--- config.mk ---
export PLATFORM = sky130hd
export DESIGN_NAME = shift_frame_tx_flat
export DESIGN_NICKNAME = d
export VERILOG_FILES = /design/src/rtl/shift_pkg.sv /design/src/rtl/shift_frame_tx_if.sv /design/src/rtl/shift_frame_tx_bit_timer.sv /design/src/rtl/shift_frame_tx.sv /design/src/flat_wrapper.sv
export SDC_FILE = /design/constraint.sdc
export NUM_CORES = 1
export LEC_CHECK = 0
export CELL_PAD_IN_SITES_DETAIL_PLACEMENT = 0
export CELL_PAD_IN_SITES_GLOBAL_PLACEMENT = 1
export CORE_AREA = 2 2 59 44
export DETAILED_ROUTE_END_ITERATION = 8
export DIE_AREA = 0 0 61 46
export DONT_BUFFER_PORTS = 1
export PLACE_DENSITY_LB_ADDON = 0.15
export SLEW_MARGIN = 25
export SYNTH_ARGS = -nofsm -noshare
export SYNTH_HDL_FRONTEND = slang
export SYNTH_SLANG_ARGS = --single-unit
--- constraint.sdc ---
create_clock -name clock -period 5.7 [get_ports clock]
set_input_delay 1.71 -clock clock [delete_from_list [all_inputs] [get_ports clock]]
set_output_delay 1.71 -clock clock [all_outputs]
set_load 0.01 [all_outputs]
--- src/rtl/shift_pkg.sv ---
// shift_pkg: definitions shared by the 5-bit shift register datapath and its
// serializing transmit stage.
//   SHIFT_W    : word width shared with the shift register.
//   tx_state_e : transmit frame state encoding. PARITY exists in the encoding
//                in every build; it is only reachable when the transmit stage
//                is built with SHIFT_FRAME_PARITY_EN.
package shift_pkg;
  localparam int SHIFT_W = 5;

  typedef enum logic [2:0] {
    IDLE,
    START,
    DATA,
    PARITY,
    STOP
  } tx_state_e;
endpackage

--- src/rtl/shift_frame_tx_if.sv ---
// shift_frame_tx_if: word handshake plus serial-line status for shift_frame_tx.
//   in_data/in_msb/in_valid : word, bit order and valid from upstream.
//   in_ready                : transmitter can accept a word this cycle.
//   txd/busy/done           : serial line, frame in progress, end-of-frame pulse.
// master = upstream/observer side, slave = the transmitter.
interface shift_frame_tx_if;
  import shift_pkg::*;

  logic [SHIFT_W-1:0] in_data;
  logic               in_msb;
  logic               in_valid;
  logic               in_ready;
  logic               txd;
  logic               busy;
  logic               done;

  modport master (output in_data, in_msb, in_valid,
                  input  in_ready, txd, busy, done);
  modport slave  (input  in_data, in_msb, in_valid,
                  output in_ready, txd, busy, done);
endinterface

--- src/rtl/shift_frame_tx_bit_timer.sv ---
// bit_timer: bit-period counter for shift_frame_tx.
//   clock, reset_n : system clock, asynchronous active-low reset.
//   clear          : synchronous clear back to 0.
//   en             : count while high.
//   wrap           : high during the last cycle (count == CLKS_PER_BIT-1) of
//                    each bit period while enabled; the counter wraps to 0 on
//                    the following edge.
module bit_timer #(
  parameter int CLKS_PER_BIT = 4
) (
  input  logic clock,
  input  logic reset_n,
  input  logic clear,
  input  logic en,
  output logic wrap
);
  localparam int CW = (CLKS_PER_BIT > 1) ? $clog2(CLKS_PER_BIT) : 1;

  logic [CW-1:0] cnt;

  // With CLKS_PER_BIT=1 the count is pinned at 0 and wrap is simply en.
  assign wrap = en && (cnt == CW'(CLKS_PER_BIT - 1));

  always_ff @(posedge clock or negedge reset_n) begin
    if (!reset_n)           cnt <= '0;
    else if (clear || wrap) cnt <= '0;
    else if (en)            cnt <= cnt + CW'(1);
  end
endmodule

--- src/rtl/shift_frame_tx.sv ---
// shift_frame_tx: serializes one 5-bit word per handshake onto txd as
// start(0), five data bits (MSB- or LSB-first), optional even parity, stop(1).
// Every bit is held for CLKS_PER_BIT cycles (1..255).
//   clock, reset_n : system clock, asynchronous active-low reset.
//   bus (slave)    : in_data/in_msb/in_valid/in_ready handshake, txd, busy, done.
// Build option: define SHIFT_FRAME_PARITY_EN to insert the parity bit
// (8-bit frame); without it the frame is 7 bits and no parity logic exists.
module shift_frame_tx
  import shift_pkg::*;
#(
  parameter int CLKS_PER_BIT = 4
) (
  input  logic            clock,
  input  logic            reset_n,
  shift_frame_tx_if.slave bus
);
  tx_state_e          state, state_n;
  logic [SHIFT_W-1:0] sreg, sreg_n;
  logic [2:0]         idx, idx_n;
  logic               msb_q;
  logic               txd_q, txd_n;
  logic               ready_q, busy_q, done_q;
  logic               accept, wrap;
`ifdef SHIFT_FRAME_PARITY_EN
  logic               par_q;
`endif

  assign accept = bus.in_valid && ready_q;

  bit_timer #(.CLKS_PER_BIT(CLKS_PER_BIT)) u_timer (
    .clock   (clock),
    .reset_n (reset_n),
    .clear   (accept),
    .en      (state != IDLE),
    .wrap    (wrap)
  );

  always_comb begin
    state_n = state;
    sreg_n  = sreg;
    idx_n   = idx;
    case (state)
      IDLE:  if (accept) begin
               state_n = START;
               sreg_n  = bus.in_data;
               idx_n   = 3'd0;
             end
      START: if (wrap) state_n = DATA;
      DATA:  if (wrap) begin
               if (idx == 3'd4) begin
`ifdef SHIFT_FRAME_PARITY_EN
                 state_n = PARITY;
`else
                 state_n = STOP;
`endif
               end else begin
                 idx_n  = idx + 3'd1;
                 // Emitted bit always sits at bit 4 (MSB-first) or bit 0.
                 sreg_n = msb_q ? {sreg[SHIFT_W-2:0], 1'b0}
                                : {1'b0, sreg[SHIFT_W-1:1]};
               end
             end
`ifdef SHIFT_FRAME_PARITY_EN
      PARITY: if (wrap) state_n = STOP;
`endif
      STOP:  if (wrap) state_n = IDLE;
      default: state_n = IDLE;
    endcase

    // txd is registered, so it is computed from the state being entered.
    txd_n = 1'b1;
    case (state_n)
      START:  txd_n = 1'b0;
      DATA:   txd_n = msb_q ? sreg_n[SHIFT_W-1] : sreg_n[0];
`ifdef SHIFT_FRAME_PARITY_EN
      PARITY: txd_n = par_q;
`endif
      default: txd_n = 1'b1;
    endcase
  end

  always_ff @(posedge clock or negedge reset_n) begin
    if (!reset_n) begin
      state   <= IDLE;
      sreg    <= '0;
      idx     <= '0;
      msb_q   <= 1'b0;
      txd_q   <= 1'b1;
      ready_q <= 1'b1;
      busy_q  <= 1'b0;
      done_q  <= 1'b0;
    end else begin
      state   <= state_n;
      sreg    <= sreg_n;
      idx     <= idx_n;
      if (accept) msb_q <= bus.in_msb;
      txd_q   <= txd_n;
      ready_q <= (state_n == IDLE);
      busy_q  <= (state_n != IDLE);
      done_q  <= (state == STOP) && wrap;
    end
  end

`ifdef SHIFT_FRAME_PARITY_EN
  always_ff @(posedge clock or negedge reset_n) begin
    if (!reset_n)    par_q <= 1'b0;
    else if (accept) par_q <= ^bus.in_data;
  end
`endif

  assign bus.txd      = txd_q;
  assign bus.in_ready = ready_q;
  assign bus.busy     = busy_q;
  assign bus.done     = done_q;
endmodule

--- src/flat_wrapper.sv ---
// flat-port wrapper written by rule: the top's interface ports become plain ports
module shift_frame_tx_flat import shift_pkg::*;
#(
  parameter int CLKS_PER_BIT = 4
)
  (clock, reset_n, bus_in_data, bus_in_msb, bus_in_valid, bus_in_ready, bus_txd, bus_busy, bus_done);
  shift_frame_tx_if bus_i ();
  input  logic clock;
  input  logic reset_n;
  input wire logic [$bits(bus_i.in_data)-1:0] bus_in_data;
  input wire logic [$bits(bus_i.in_msb)-1:0] bus_in_msb;
  input wire logic [$bits(bus_i.in_valid)-1:0] bus_in_valid;
  output wire logic [$bits(bus_i.in_ready)-1:0] bus_in_ready;
  output wire logic [$bits(bus_i.txd)-1:0] bus_txd;
  output wire logic [$bits(bus_i.busy)-1:0] bus_busy;
  output wire logic [$bits(bus_i.done)-1:0] bus_done;
  assign bus_i.in_data = bus_in_data;
  assign bus_i.in_msb = bus_in_msb;
  assign bus_i.in_valid = bus_in_valid;
  assign bus_in_ready = bus_i.in_ready;
  assign bus_txd = bus_i.txd;
  assign bus_busy = bus_i.busy;
  assign bus_done = bus_i.done;
  shift_frame_tx #(.CLKS_PER_BIT(CLKS_PER_BIT)) u_core (.clock(clock), .reset_n(reset_n), .bus(bus_i));
endmodule
==> impl_metrics.toml <==
[global_route]
antenna_found_initial = 0
grt_pass1_wl_um = 2794
grt-busiest-layer = "met1"
grt_use_met3_pct = 7.670
overflow = 0
grt_use_total_pct = 14.65
grt_pass1_vias = 575
grt_use_met1_pct = 21.49
global_route.usage.met2_pct = 18.49
grt_max_degree = 19

[worst_setup_path]
r2r_cells = 6
cp_max_fo = 7
cp_cell_sequence = "nand2_1 -> nor3_4 -> nor2_2 -> a221o_1 -> a311o_1"
crit_family = "compound AO/OA/AOI/OAI gates"
crit_cells = 5
cpMaxStageDelayCell = "a311o_1"
startpoint_type = "input pin"
crit_arrival_ps = 2920
end_kind = "flop"
slowest_delay_ps = 350
critPathRequiredTime_ps = 5920
critPathKind = "in2reg"
critPathBufInv = 0

[yosys]
syn_area_um2 = 894.6
syn_inst = 86
synth_top_area_share_pct = 44.76
yosysMostFrequentCell = "dfrtp_1"
ys_seq_elements = 18
synth_edf_count = 0
avgSynthCellArea_um2 = 10.40
yosysUniqueCellTypes = 35
synth.yosys.seq_area_share_pct = 50.63
ys_warn_count = 0
synth_area_leader_cell = "dfrtp_1"
ys_async_sr_fraction_pct = 100.0
ys.flop_type = "dfrtp_1"
yosys-top-cells-count = "dfrtp_1 (16), nor2_1 (12), a21oi_1 (7), nand2_1 (6), inv_1 (4)"
ys_top_cells_by_area = "dfrtp_1 (45%), dfstp_2 (5.9%), nor2_1 (5.0%)"
synth_fp_nets = 98

[cts]
cts-root-buf = "clkbuf_4"
cts_hold_buf = 0
cts.sinks = 18
numCtsBuffers = 3
clockBufferDepth = 2
insertion_delay_ps = 300
htreeDepth = 1
post_cts_buffers = 0
cts_tree = "done"
post_cts_resized = 0
cts.clk_slew.worst_paths_ps = 110

[worst_hold_path]
hold_depth = 1
hold_class = "reg2reg"

[timing]
fin_crit_sh_pct = 47.29
worst_pin_slew_ps = 522.0
final_hold_viol_count = 0
period_needed_ps = 2696
timing.fmax_mhz = 371.0
slew_violations = 0
max_slew_margin_pct = 65.20
clock_skew_ps = 9.894
finalSetupViolations = 0
setup-tns-final_ps = 0
rsz0062_at_grt = "no"
fin_ws_ps = 3004

[placement]
dp_worst_setup_slack_ps = 2672
dp_hpwl_um = 1310
gp_congestion = 0.6869
portBuffers = 0

[power_and_ir_drop]
power_leakage_nw = 0.4112
p_per_area_mw_per_mm2 = 493.5
ir_worst_vdd_mv = 0.2025

[die]
die_h_um = 46
ios = 13
die_x_um = 61
fp-row-count = 15
core_area_mm2 = 0.002308
die_area_mm2 = 0.002806
start_util_pct = 38.75

[layout]
diodes = 0
drive_gt1_share_pct = 18.39
nets = 100
area_delta_synth_final_pct = 7.273
nFillCells = 238

[detailed_routing]
first_pass_iters = 4
drt_iter0_markers = 24
num_vias = 613
routed_wl_um = 1742
ant_nets = 0
viasPerCell = 5.066
post_drt_wl_per_cell_um = 14.40
drc = 0

[run]
cap_viol_max_count = 0

[run_status]
status = "complete, no violations"
metal layers:
metal  part of all wire [%]  vias up
met5                      0        -
met3                    5.9        4
met2                     38        9
li1                       -      311
met4                    1.1        0
met1                     55      289
stage by stage:
step / utilization (%) / hold slack, ps / cell area, um2 / std cells / total power, mW
3_5_place_dp: 40.00 / 527.2 / 923.4 / 117 / 0.4007
5_1_grt: 41.57 / 566.3 / 959.7 / 121 / 0.5133
2_1_floorplan: - / 487.0 / 894.6 / 86 / 0.3644
4_1_cts: 41.57 / 550.8 / 959.7 / 121 / 0.4805
3_3_place_gp: 40.00 / 529.9 / 923.4 / 117 / 0.4008
6_report: 41.57 / 543.9 / 959.7 / 121 / 0.4736
placed cells by master, fill, tap and decap left out, types with 2 or more instances in the layout:
cell type / count
a21oi_1: 7
a221o_2: 3
and3_1: 2
clkbuf_4: 3
dfrtp_1: 16
dfstp_2: 2
ha_1: 3
inv_1: 4
mux2i_1: 3
nand2_1: 6
nor2_1: 12
nor3_1: 3
o21ai_0: 2
logic make-up after synthesis:
kind of cell	after synthesis	share of synthesized area (%)
XOR/XNOR	1	0.9792
buffers and inverters	7	3.215
multiplexers	4	4.615
flip-flops	18	50.63
AO/OA/AOI/OAI	19	16.08
AND/OR/NAND/NOR	34	20.28
adder cells (fa/ha/maj)	3	4.196
sequential cells by signal (all words and copies together) (netlist names):
| register | flops |
|---|---|
| u_core.bus.done | 1 |
| u_core.u_timer.cnt | 2 |
| u_core.bus.txd | 1 |
| u_core.state | 3 |
| u_core.sreg | 5 |
| u_core.bus.in_ready | 1 |
| u_core.msb_q | 1 |
| u_core.bus.busy | 1 |
| u_core.idx | 3 |
final timing paths:
| kind | startpoint | to | slack [ps] |
|---|---|---|---|
| hold / removal | u_core.idx[0]$_DFFE_PN0P_ | u_core.idx[0]$_DFFE_PN0P_ | 540 |
| hold reg to reg | u_core.idx[0]$_DFFE_PN0P_ | u_core.idx[0]$_DFFE_PN0P_ | 540 |
| max in group asynchronous | reset_n | u_core.bus.txd$_DFF_PN1_ | 4420 |
| setup / recovery | bus_in_valid | u_core.bus.txd$_DFF_PN1_ | 3000 |
| setup reg to reg | u_core.u_timer.cnt[0]$_DFFE_PN0P_ | u_core.bus.txd$_DFF_PN1_ | 3560 |
| min in group asynchronous | reset_n | u_core.bus.done$_DFF_PN0_ | 1090 |
final cells by class:
class / count / area (um2) / area share, %
sequential: 18 / 452.9 / 47.20
tap: 34 / 42.54 / 4.433
clock buffer: 4 / 36.28 / 3.781
inverter: 4 / 15.01 / 1.565
multi-input combinational: 61 / 412.9 / 43.02
report_power, final:
| group | internal, mW | total (mW) | switching [mW] |
|---|---|---|---|
| Sequential | 0.179 | 0.234 | 0.0547 |
| Combinational | 0.0810 | 0.162 | 0.0805 |
| Clock | 0.0389 | 0.0779 | 0.0390 |
| Total | 0.299 | 0.474 | 0.174 |
Note: power is estimated with default switching activity, not from simulation.
